--- config.mk ---
export PLATFORM = sky130hd
export DESIGN_NAME = l2_client_arbiter
export DESIGN_NICKNAME = d
export VERILOG_FILES = /design/src/rtl/l2_client_arbiter.sv
export SDC_FILE = /design/constraint.sdc
export NUM_CORES = 1
export LEC_CHECK = 0
export BUFFER_PORTS_ARGS = -buffer_cell sky130_fd_sc_hd__buf_2
export CAP_MARGIN = 40
export CORE_AREA = 2 2 195 197
export DETAILED_ROUTE_END_ITERATION = 10
export DIE_AREA = 0 0 197 199
export GPL_TIMING_DRIVEN = 0
export HOLD_SLACK_MARGIN = 0.03
export PLACE_DENSITY = 0.31
export SETUP_SLACK_MARGIN = 0.1
export SLEW_MARGIN = 20
export SYNTH_ARGS = -nofsm -noshare
export SYNTH_HDL_FRONTEND = slang
export SYNTH_SLANG_ARGS = --single-unit
export TNS_END_PERCENT = 50
--- constraint.sdc ---
create_clock -name clk -period 1.9 [get_ports clk]
set_input_delay 0.38 -clock clk [delete_from_list [all_inputs] [get_ports clk]]
set_output_delay 0.38 -clock clk [all_outputs]
set_load 0.02 [all_outputs]
--- src/rtl/l2_client_arbiter.sv ---
// N-client front end for the shared L2: latches miss requests, grants one client at a time,
// routes the L2 response back, and sequences hierarchy flushes. L2ARB_FIXED_PRIO_EN selects fixed priority.
module l2_client_arbiter #(
    parameter int N_CLIENTS = 2,
    parameter int ADDR_W    = 32,
    parameter int DATA_W    = 128,
    parameter int OPC_W     = 4
) (
    input  logic                                              clk,
    input  logic                                              reset,
    input  logic [N_CLIENTS-1:0]                              cl_req_valid,
    input  logic [N_CLIENTS*ADDR_W-1:0]                       cl_req_addr,
    input  logic [N_CLIENTS*DATA_W-1:0]                       cl_req_store_data,
    input  logic [N_CLIENTS*OPC_W-1:0]                        cl_req_opcode,
    output logic [N_CLIENTS-1:0]                              cl_rsp_valid,
    input  logic [N_CLIENTS-1:0]                              cl_flush_req,
    input  logic [N_CLIENTS-1:0]                              cl_flush_complete,
    output logic                                              l2_req_valid,
    input  logic                                              l2_req_ack,
    output logic [ADDR_W-1:0]                                 l2_req_addr,
    output logic [DATA_W-1:0]                                 l2_req_store_data,
    output logic [OPC_W-1:0]                                  l2_req_opcode,
    input  logic                                              l2_rsp_valid,
    output logic                                              l2_flush_req,
    input  logic                                              l2_flush_complete,
    output logic                                              in_flush_mode,
    output logic [((N_CLIENTS > 1) ? $clog2(N_CLIENTS) : 1)-1:0] gnt_id
);
    localparam int GNT_W = (N_CLIENTS > 1) ? $clog2(N_CLIENTS) : 1;

    typedef enum logic {ST_IDLE, ST_GNT} arb_state_t;
    typedef enum logic [1:0] {FL_IDLE, FL_WAIT, FL_L2} fl_state_t;

    arb_state_t              r_arb_state, w_arb_next;
    fl_state_t               r_fl_state, w_fl_next;
    logic                    r_req_valid, w_req_valid_next;
    logic [N_CLIENTS-1:0]    r_pending, w_pending_next, w_req_eff;
    logic [GNT_W-1:0]        r_gnt_id, w_gnt_next, w_winner;
    logic [N_CLIENTS-1:0]    w_win_onehot, w_gnt_onehot;
    logic                    w_found;
    logic [N_CLIENTS-1:0]    r_req_mask, w_req_mask_next;
    logic [N_CLIENTS-1:0]    r_done_mask, w_done_mask_next;
    logic                    r_in_flush, w_in_flush_next;
    logic [31:0]             w_sel;

    assign w_req_eff = r_pending | cl_req_valid;

`ifdef L2ARB_FIXED_PRIO_EN
    always_comb begin
        w_found      = 1'b0;
        w_winner     = '0;
        w_win_onehot = '0;
        for (int unsigned k = 0; k < N_CLIENTS; k++) begin
            if (!w_found && w_req_eff[k]) begin
                w_found         = 1'b1;
                w_winner        = GNT_W'(k);
                w_win_onehot[k] = 1'b1;
            end
        end
    end
`else
    logic [GNT_W-1:0] r_last;

    always_ff @(posedge clk) begin
        if (reset)
            r_last <= GNT_W'(N_CLIENTS - 1);
        else if (r_arb_state == ST_IDLE && w_found)
            r_last <= w_winner;
    end

    // Two passes (above last, then up to last) give the rotate-from-(last+1) order without a modulo.
    always_comb begin
        w_found      = 1'b0;
        w_winner     = '0;
        w_win_onehot = '0;
        for (int unsigned k = 0; k < N_CLIENTS; k++) begin
            if (!w_found && w_req_eff[k] && k > 32'(r_last)) begin
                w_found         = 1'b1;
                w_winner        = GNT_W'(k);
                w_win_onehot[k] = 1'b1;
            end
        end
        for (int unsigned k = 0; k < N_CLIENTS; k++) begin
            if (!w_found && w_req_eff[k] && k <= 32'(r_last)) begin
                w_found         = 1'b1;
                w_winner        = GNT_W'(k);
                w_win_onehot[k] = 1'b1;
            end
        end
    end
`endif

    always_comb begin
        w_gnt_onehot = '0;
        for (int unsigned k = 0; k < N_CLIENTS; k++)
            w_gnt_onehot[k] = (32'(r_gnt_id) == k);
    end

    always_comb begin
        w_arb_next       = r_arb_state;
        w_req_valid_next = r_req_valid;
        w_pending_next   = r_pending;
        w_gnt_next       = r_gnt_id;
        cl_rsp_valid     = '0;
        case (r_arb_state)
            ST_IDLE: begin
                w_pending_next = w_req_eff & ~w_win_onehot;
                if (w_found) begin
                    w_gnt_next       = w_winner;
                    w_req_valid_next = 1'b1;
                    w_arb_next       = ST_GNT;
                end
            end
            ST_GNT: begin
                // A repeat pulse from the client already being served is dropped.
                w_pending_next = r_pending | (cl_req_valid & ~w_gnt_onehot);
                if (l2_rsp_valid) begin
                    cl_rsp_valid     = w_gnt_onehot;
                    w_req_valid_next = 1'b0;
                    w_arb_next       = ST_IDLE;
                end else if (l2_req_ack) begin
                    w_req_valid_next = 1'b0;
                end
            end
            default: w_arb_next = ST_IDLE;
        endcase
    end

    always_comb begin
        w_fl_next        = r_fl_state;
        w_req_mask_next  = r_req_mask;
        w_done_mask_next = r_done_mask;
        w_in_flush_next  = r_in_flush;
        l2_flush_req     = 1'b0;
        case (r_fl_state)
            FL_IDLE: begin
                if (|cl_flush_req) begin
                    w_req_mask_next  = cl_flush_req;
                    w_done_mask_next = '0;
                    w_in_flush_next  = 1'b1;
                    w_fl_next        = FL_WAIT;
                end
            end
            FL_WAIT: begin
                w_done_mask_next = r_done_mask | cl_flush_complete;
                if (&(r_done_mask | cl_flush_complete | ~r_req_mask)) begin
                    l2_flush_req = 1'b1;
                    w_fl_next    = FL_L2;
                end
            end
            FL_L2: begin
                if (l2_flush_complete) begin
                    w_in_flush_next = 1'b0;
                    w_fl_next       = FL_IDLE;
                end
            end
            default: w_fl_next = FL_IDLE;
        endcase
    end

    always_ff @(posedge clk) begin
        if (reset) begin
            r_arb_state <= ST_IDLE;
            r_req_valid <= 1'b0;
            r_pending   <= '0;
            r_gnt_id    <= '0;
            r_fl_state  <= FL_IDLE;
            r_req_mask  <= '0;
            r_done_mask <= '0;
            r_in_flush  <= 1'b0;
        end else begin
            r_arb_state <= w_arb_next;
            r_req_valid <= w_req_valid_next;
            r_pending   <= w_pending_next;
            r_gnt_id    <= w_gnt_next;
            r_fl_state  <= w_fl_next;
            r_req_mask  <= w_req_mask_next;
            r_done_mask <= w_done_mask_next;
            r_in_flush  <= w_in_flush_next;
        end
    end

    assign w_sel             = 32'(r_gnt_id);
    assign l2_req_addr       = cl_req_addr[w_sel*ADDR_W +: ADDR_W];
    assign l2_req_store_data = cl_req_store_data[w_sel*DATA_W +: DATA_W];
    assign l2_req_opcode     = cl_req_opcode[w_sel*OPC_W +: OPC_W];
    assign l2_req_valid      = r_req_valid;
    assign in_flush_mode     = r_in_flush;
    assign gnt_id            = r_gnt_id;

endmodule
**Yosys cells after proc, flatten, opt, wreduce, memory -nomap -nowiden**

Cells that the tools add are included.

- Output and inout bits: 170
- Flip-flop bits (word level): 13
- Logic and storage cells: 78

- $lt $le $gt $ge: 2
- Shifts and indexed selects: 3
- Reductions and logical operators: 18
- Eq/ne operators: 7
- Muxes and demuxes: 28
- Bitwise operators: 11

Operators with widths:

| kind | count |
|---|---|
| $shiftx 256x9->128 | 1 |
| $shiftx 64x7->32 | 1 |
| $mux 1 | 16 |
| $mux 2 | 6 |
| $reduce_and 2->1 | 5 |
| $ne 2x2->1 const B | 4 |
| $or 2x2->2 | 4 |
| $pmux 2 s2 | 2 |
| $shiftx 8x4->4 | 1 |
| $not 2->2 | 3 |
| $pmux 1 s2 | 3 |
| $pmux 2 s3 | 1 |
| $reduce_and 3->1 | 2 |
| $logic_and 1x1->1 | 5 |
| $and 2x2->2 | 2 |
| $reduce_bool 2->1 | 2 |
| $ne 3x3->1 const B | 1 |
| $eq 2x1->1 const B | 1 |
| $eq 2x2->1 const B | 1 |
| $logic_not 1->1 | 2 |
| $logic_not 2->1 | 1 |
| $not 1->1 | 2 |
| $reduce_or 2->1 | 1 |
| $gt 1x1->1 const A | 1 |
| $le 1x1->1 const A | 1 |

**Depth between registers and ports, before layout**

Gate-level depths: netlist of the first run.

- Depth in word-level cells: 13
- Gate-level depth with buffers: 5

**Worst setup path after synthesis of the first run**

No wires, ideal clock.

- Path kind: register to output
- Start: register r_gnt_id, in the netlist gnt_id
- End: output l2_req_addr[31]
- Cell stages (with the launch flop): 5
- Setup slack: 0.271 ns
- Arrival: 1.249 ns
- Required time: 1.520 ns
- Path buffers: 3
- Cells stage by stage: dfxtp_1 > buf_6 > buf_6 > buf_6 > mux2_4

- Longest elaborated chain between the ends: 1

RTL lines:

| what | RTL line | text |
|---|---|---|
| start: declaration | 38 | `logic [GNT_W-1:0] r_gnt_id, w_gnt_next, w_winner;` |
| start signal: assignment | 175 | `r_gnt_id <= w_gnt_next;` |
| $shiftx 64x7->32 | 184 | `assign l2_req_addr = cl_req_addr[w_sel*ADDR_W +: ADDR_W];` |
| end: declaration | 20 | `output logic [ADDR_W-1:0] l2_req_addr,` |

No other way between the ends.

**Final worst setup path of the first run**

- Start: register r_gnt_id, in the netlist gnt_id
- End: output l2_req_store_data[54]

- Longest elaborated chain between the ends: 1

RTL lines:

| what | RTL line | text |
|---|---|---|
| $shiftx 256x9->128 | 185 | `assign l2_req_store_data = cl_req_store_data[w_sel*DATA_W +: DATA_W];` |
| end: declaration | 21 | `output logic [DATA_W-1:0] l2_req_store_data,` |

No other way between the ends.

==> metrics list, run 1 <==
- Die outline area: 0.03920 sq mm
* Highest attainable clock frequency: 502.6 MHz
- Dividing the detail-routed wire length by the instance count gives 17.00 um.
- Total routing resource utilization after global routing: 0.09198
* Clock power share: 0.112
- Post-synthesis instance total: 255
- The endpoint identified for the worst register-to-register timing path is gnt_id.
- Global-route wire length before repair: 26.76 mm
* Post-route setup slack: -89.76 ps
- The number of cells on the worst reg-to-reg path is 7.
- Among all flip-flop cells after synthesis, the most frequent one is sky130_fd_sc_hd__dfxtp_1.
- Proportion of synthesized chip area in sequential cells: 0.08710
- Among the stages of the critical path, the cell type that occurs most often is sky130_fd_sc_hd__buf_12.
- Count of standard-cell rows: 71
- For this block, the initial DRC count from the detailed router was 64.
* Flip-flop and latch count after synthesis: 13
- In this run the tool buffered the top-level ports with 508 buffer cells.
* Max-slew violation total from the final report: 0
- Psw: 1.388 mW
- The synthesized netlist contains 28 unique library cells.
- Setup slack of the most critical reg-to-reg path: 560 ps
- Of the total power, the share spent switching nets is 0.3889.
- Reg2Reg Launch Point: gnt_id
- Hold Vio Cnt, Final: 0
* Failing checks: setup timing
* Int Pwr: 2.181 mW
* Worst setup SP type: register
- After global routing the overflow that remains totals 0.
- The detail route stage leaves a number of antenna-violating nets equal to 0.
* Gate power share: 0.797
* Classification of the worst setup path: reg -> out
- TritonCTS created 3 clock buffers.
- Mapped Nets: 594
* Minimum period implied by the final worst setup slack: 1990 ps
- The worst pin sits at a relative slew slack of 0.6645.
* HPWL after detailed placement: 18.10 mm
* Vias in the first global route: 4200
* Via Count: 4216
- Setup violations remaining at the end of the flow were counted as 124.
- The initial antenna violation count is 0.
- Counting every sink on the clock net gives 13.
- ANT cells: 0
- For the pin with the worst max-slew slack, the measured transition is 503.2 ps.
- The run finished, with violations left.
- CTS tree: built
- Crit-path leading delay family: buffers and inverters
- Setup repair after global routing missed its margin: yes
- Before antenna repair, the detailed router went through 4 iterations.
* CP Data Arrival Time: 1610 ps
- Worst-Skew Late Latency: 240 ps
- Total number of H-tree levels: 1
- Entering global routing, the biggest net connects 11 pins.
* CTS clock-pin slew for the worst setup and hold paths: 50 ps
- Crit path buffers/inverters: 5
- The congestion estimate from routability-driven global placement came to 0.7619.
* Period utilization: 1.047
- Sequence of cells on the critical path: buf_12 > buf_12 > buf_16 > clkbuf_16 > mux2_4 > buf_6
- Using the TritonRoute via totals, the vias-per-cell ratio works out to 3.341.
- Of the cells placed in the final design, the portion with a size suffix greater than 1 is 0.9175.
* Total DRC errors in the routed layout: 0
- Across the run, the number of max-cap violations was 0.
* Number of nets in the layout: 1128
- In this run the horizontal extent of the chip is 197 um.
- The clock arrives with 0.7924 ps of skew.
- LEAKAGE: 3.927 nW
- Number of warnings issued by yosys: 0
* Buffer depth of the longest clock path: 2
* Data required, critical path: 1520 ps
- Peak supply drop: 0.2449 mV
* Peak per-stage delay on the critical path: 330 ps
* Number of I/O pins: 509
- Sink of the worst hold path: r_fl_state[1]
- Number of flops mapped to enable cells by yosys: 0
- Class of the tightest hold or removal check: in -> reg
- The share of total power dissipated in sequential elements is 0.091.
* Synth-to-Final Area Change: 157.8%
- Summed over all failing endpoints, the final setup total negative slack is -7051 ps.
* Starting utilization of the core area: 0.08046
- The startpoint identified for the worst hold timing path is l2_flush_complete.
- The worst hold path was traced through 4 stages.
* Vertical extent of the die: 199 um
* Cell Area, Synth: 0.002988 sq mm
- Critical path fanouts, max: 6
- At the end of the flow the core is filled with cells to 0.2074.
- Average footprint of a synthesized cell: 11.72 sq um
- Async SR Flop Fraction: 0
- Area of the core: 0.03713 sq mm
- DRT Wirelength: 21.46 mm
* Number of fill cells in the layout: 4130
* Capturing element type of the critical path: primary output
- Master cell of the clock root buffer: sky130_fd_sc_hd__clkbuf_16
* Pwr/cell area: 463.4 mW/mm^2
- The slowest stage of the critical path belongs to the cell sky130_fd_sc_hd__dfxtp_2.
==> final cells by class <==
type                       instances  area [sq um]  area share
clock buffer                       4         78.83     0.01023
sequential                        13         261.5     0.03395
tap                              474         593.1     0.07700
inverter                           5         18.77    0.002437
timing repair buffer             530          3769      0.4893
buffer                            21         366.6     0.04760
multi-input combinational        215          2615      0.3395
==> worst register-to-register path, stage by stage, from the launching register on <==
cell                      delay (ps)
sky130_fd_sc_hd__dfxtp_2         330
sky130_fd_sc_hd__buf_12          140
sky130_fd_sc_hd__buf_4           130
sky130_fd_sc_hd__buf_8           120
sky130_fd_sc_hd__buf_12          140
sky130_fd_sc_hd__buf_6           120
sky130_fd_sc_hd__a32oi_1         180
sky130_fd_sc_hd__nor2_1           60
==> layout by cell type, fill, tap and decap left out, types with 2 or more instances in the layout <==
master	n
sky130_fd_sc_hd__a211oi_1	2
sky130_fd_sc_hd__a21oi_1	9
sky130_fd_sc_hd__buf_12	16
sky130_fd_sc_hd__buf_16	4
sky130_fd_sc_hd__buf_2	379
sky130_fd_sc_hd__buf_4	13
sky130_fd_sc_hd__buf_6	124
sky130_fd_sc_hd__buf_8	4
sky130_fd_sc_hd__clkbuf_1	2
sky130_fd_sc_hd__clkbuf_16	13
sky130_fd_sc_hd__dfxtp_1	12
sky130_fd_sc_hd__inv_1	5
sky130_fd_sc_hd__mux2_2	42
sky130_fd_sc_hd__mux2_4	122
sky130_fd_sc_hd__nand2_1	4
sky130_fd_sc_hd__nand2b_1	4
sky130_fd_sc_hd__nand3_1	2
sky130_fd_sc_hd__nor2_1	6
sky130_fd_sc_hd__nor2b_1	2
sky130_fd_sc_hd__o21ai_0	7
==> synthesized netlist by cell type, types with 2 or more instances <==
library cell               number  area, sq um
sky130_fd_sc_hd__mux2_4       100         1501
sky130_fd_sc_hd__mux2_2        64        720.7
sky130_fd_sc_hd__buf_6         14        157.7
sky130_fd_sc_hd__dfxtp_1       13        260.3
sky130_fd_sc_hd__a21oi_1        9        45.04
sky130_fd_sc_hd__buf_2          7        35.03
sky130_fd_sc_hd__nor2_1         7        26.28
sky130_fd_sc_hd__o21ai_0        7        35.03
sky130_fd_sc_hd__inv_1          5        18.77
sky130_fd_sc_hd__nand2_1        4        15.01
sky130_fd_sc_hd__nand2b_1       4        25.02
sky130_fd_sc_hd__a211oi_1       2        15.01
sky130_fd_sc_hd__and3_1         2        12.51
sky130_fd_sc_hd__nand3_1        2        10.01
sky130_fd_sc_hd__nor2b_1        2        12.51
==> metrics by stage <==
stage | setup slack [ps] | power [mW] | hold WS, ps | cells | cell area, sq um
after floorplan | 271.1 | 1.624 | 436.3 | 255 | 2988
after CTS | -135.5 | 3.336 | 458.6 | 1249 | 7062
final | -89.76 | 3.569 | 454.5 | 1262 | 7702
after global placement | 11.43 | 2.523 | 454.5 | 1237 | 6123
after detailed placement | 24.75 | 2.507 | 461.6 | 1237 | 6123
after global routing | -143.5 | 3.756 | 477.5 | 1262 | 7702
==> power by group through the flow <==
stage	Combinational (mW)	Clock, mW	Sequential (mW)
after detailed placement	2.18	0	0.328
after floorplan	1.29	0	0.332
after global placement	2.19	0	0.329
after global routing	3.00	0.429	0.329
final	2.85	0.399	0.325
after CTS	2.60	0.408	0.324
==> how the worst max path moves through the flow <==
stage                       from                     to  slack, ps  cells past startpoint
after floorplan           gnt_id        l2_req_addr[31]        270                      4
after global placement    gnt_id  l2_req_store_data[34]         10                      5
after detailed placement  gnt_id  l2_req_store_data[34]         20                      5
after CTS                 gnt_id  l2_req_store_data[51]       -140                      6
after global routing      gnt_id  l2_req_store_data[54]       -140                      6
final                     gnt_id  l2_req_store_data[54]        -90                      6
==> cell families after synthesis <==
family / share of synthesized area
DFF: 0.08710
and+or+nand+nor: 0.04564
AOI/OAI and AO/OA: 0.05151
muxes: 0.7437
buffers and inverters: 0.07202
==> flip-flops by register name, indices dropped and copies added (netlist names), 2 cells and up <==
| signal | cells |
|---|---|
| r_req_mask | 2 |
| r_done_mask | 2 |
| r_fl_state | 2 |
| r_pending | 2 |
==> metal layers <==
metal,track usage,vias to the layer above,share of wire
met5,0,-,0
met4,0.02144,0,0.019
met3,0.01560,14,0.077
met2,0.1670,280,0.51
met1,0.1127,1898,0.39
li1,-,2024,-
==> timing repair <==
| action | 4_1_cts | 5_1_grt |
|---|---|---|
| buffers inserted | 6 | 3 |
| gates resized for setup | 225 | 107 |
| gates cloned | 3 | 10 |
| pin swaps | 0 | 1 |
| setup endpoints to repair | 164 | 167 |
| hold buffers | 0 | 0 |
Note: power is estimated with default switching activity, not from simulation.
==> run 2, diff against run 1 <==
CTS_BUF_LIST = sky130_fd_sc_hd__clkbuf_8   (was not set)
==> run 2 against run 1 <==
Net effect: the run still ends with setup timing left; die area unchanged; non-clock buffer count did not move; final cell count stayed put; global-route usage barely moved; worst setup slack worse by 6.7 ps; sequential share of layout area about the same; maximum frequency decreased by 0.33%; highest routed layer unchanged.
==> metrics list, run 2 (synthesis gave the netlist of run 1 again) <==
* Number of fill cells in the layout: 4134
- ANT cells: 0
- Vertical extent of the die: 199 um
* Class of the tightest hold or removal check: in -> reg
* Startpoint of the most critical setup path: gnt_id
- The tool flagged a number of max-cap violations equal to 0.
- In the final layout, the share of cells above drive strength 1 is 0.9175.
- STA puts the critical path data arrival time at 1620 ps.
- Setup violations remaining at the end of the flow were counted as 124.
* HPWL after detailed placement: 18.10 mm
- In this run the deepest clock path goes through 2 buffers.
- Pwr/cell area: 445.3 mW/mm^2
* Area of the core: 0.03713 sq mm
* Data required, critical path: 1520 ps
* Number of cells on the worst hold path: 4
- At the end of routability-driven placement, the weighted congestion stood at 0.7619.
- Antenna Nets Post-Route: 0
- Length of the first detailed-routing pass in iterations: 4
- Slew of the pin with the lowest slew margin: 510.8 ps
* Final routed wire length divided by cell count: 17.00 um
* Number of cells after detailed placement: 1237
- Setup repair after global routing missed its margin: yes
- Summed over all layers, the global routing overflow is 0.
* Clock skew after layout: 0.5780 ps
- By instance count, the cell type seen most on the critical path is sky130_fd_sc_hd__buf_12.
- Post-detailed-route via-to-cell ratio: 3.348
* Number of I/O pins: 509
* Die outline area: 0.03920 sq mm
- At the later pin of the worst-skew pair, clock insertion delay measures 240 ps.
- The worst-case IR drop observed on VDD is 0.1958 mV.
- Most common library cell in the layout ignoring fill and taps: sky130_fd_sc_hd__buf_2
- Clock-pin slew was measured on the worst setup and hold paths at 60 ps.
- At the end of the flow, the number of nets in the layout was 1128.
- Die outline width: 197 um
- Synth-to-Final Area Change: 156.7%
- Most frequent cells in the layout: 379 x sky130_fd_sc_hd__buf_2, 124 x sky130_fd_sc_hd__buf_6, 122 x sky130_fd_sc_hd__mux2_4
- The count of pins over their slew limit was 0.
- For the finished layout, the period the worst path requires is 1996 ps.
- In the global route stage, overall resource usage came out at 0.09201.
- DRC marker count from the first detailed-route iteration: 68
* Total power consumption of the routed design: 3.415 mW
* LEAKAGE: 3.916 nW
- Count of standard-cell rows: 71
* Number of standard cells in the final layout excluding fillers: 1262
- The cell family contributing the most delay on the critical path is buffers and inverters.
* Crit path buffers/inverters: 5
* Period utilization: 1.051
- Cell type of the slowest stage on the worst timing path: sky130_fd_sc_hd__dfxtp_2
- Traced cell by cell, the critical path runs through buf_12 > buf_12 > buf_16 > clkbuf_16 > mux2_4 > buf_6.
- Initial antenna violation count: 0
- The final number of hold-violating endpoints is 0.
- The worst register-to-register path has a depth of 7.
* Post-route setup slack: -96.43 ps
- Buffers placed on the I/O ports in this run total 508.
* Capturing element type of the critical path: primary output
- The number of clock buffers added by TritonCTS is 3.
- The first global-routing pass estimated 26.77 mm of wire.
* Highest attainable clock frequency: 500.9 MHz
* Reg2Reg Launch Point: gnt_id
* Run status: finished, violations left
- The worst setup path is of the reg -> out kind.
* Crit path depth: 6
- The tree is rooted in a sky130_fd_sc_hd__clkbuf_8.
* CTS tree: built
* DRT Wirelength: 21.45 mm
- The final route contains 4225 vias.
- Hold slack final: 451.9 ps
* Peak per-stage delay on the critical path: 330 ps
- Failing checks: setup timing
* Count of clock tree sinks: 13
- STA classifies the critical path startpoint as a register.
- Total DRC errors in the routed layout: 0
- The initial utilization of the core area, before any placement, comes to 0.08046.
- Maximum number of pins on one net before global-route repair: 11
- The via count of the first global-routing pass is 4202.
* Critical path fanouts, max: 6
- Total number of H-tree levels: 1
- Beginning of the worst hold path: l2_flush_complete
- Measured against its own limit, the worst slew margin works out to 0.6595.
[run 2: cell count changes in the layout (fill, tap and decap cells not counted), sizes merged]
cell and change:
clkbuf -1, inv +1
[run 2: final cells by class]
cell class              instances  area (sq um)  share of cell area
repair buffers                530          3769              0.4914
multi-input cells             215          2615              0.3410
well taps                     474         593.1             0.07734
plain buffers                  21         366.6             0.04781
flip-flops and latches         13         261.5             0.03410
clock buffers                   3         41.29            0.005384
inverters                       5         18.77            0.002447
clock inverters                 1         3.754           0.0004895
[run 2: where the power goes]
group	leakage [nW]	total, mW	internal [mW]	switching (mW)
logic	3.78	2.85	1.59	1.25
registers	0.108	0.324	0.303	0.0210
clock network	0.0269	0.246	0.143	0.103
[run 2: tightest hold or removal path, cell delays in order]
cell and delay, ps:
sky130_fd_sc_hd__buf_2 90, sky130_fd_sc_hd__nor2_1 40, sky130_fd_sc_hd__nand3_1 70, sky130_fd_sc_hd__o31ai_1 60
[run 2: path summary, 6_finish.rpt]
check,slack [ps],endpoint
min reg2reg,470,r_req_mask[1]
min,450,r_fl_state[1]
max reg2reg,550,gnt_id
max,-100,l2_req_store_data[54]
[run 2: timing repair]
action	in CTS	in global routing
buffers inserted	6	3
cloned	3	10
pin swaps	0	1
setup endpoints to repair	165	167
hold buffers	0	0
resized for setup	225	107
[run 2: routing by layer]
layer  track usage  wire length [um]
met5             0                 0
met4       0.02144               416
met3       0.01560              1651
met2        0.1670             10960
met1        0.1128              8418
[run 2: through the flow]
stage                     utilization  cell area [sq um]  setup slack (ps)  TNS, ps
after floorplan                     -               2988             271.1        0
after global placement         0.1649               6123             11.43        0
after detailed placement       0.1649               6123             24.75        0
after CTS                      0.1893               7028            -142.0   -11760
after global routing           0.2065               7669            -156.2   -16200
final                          0.2065               7669            -96.43    -7800
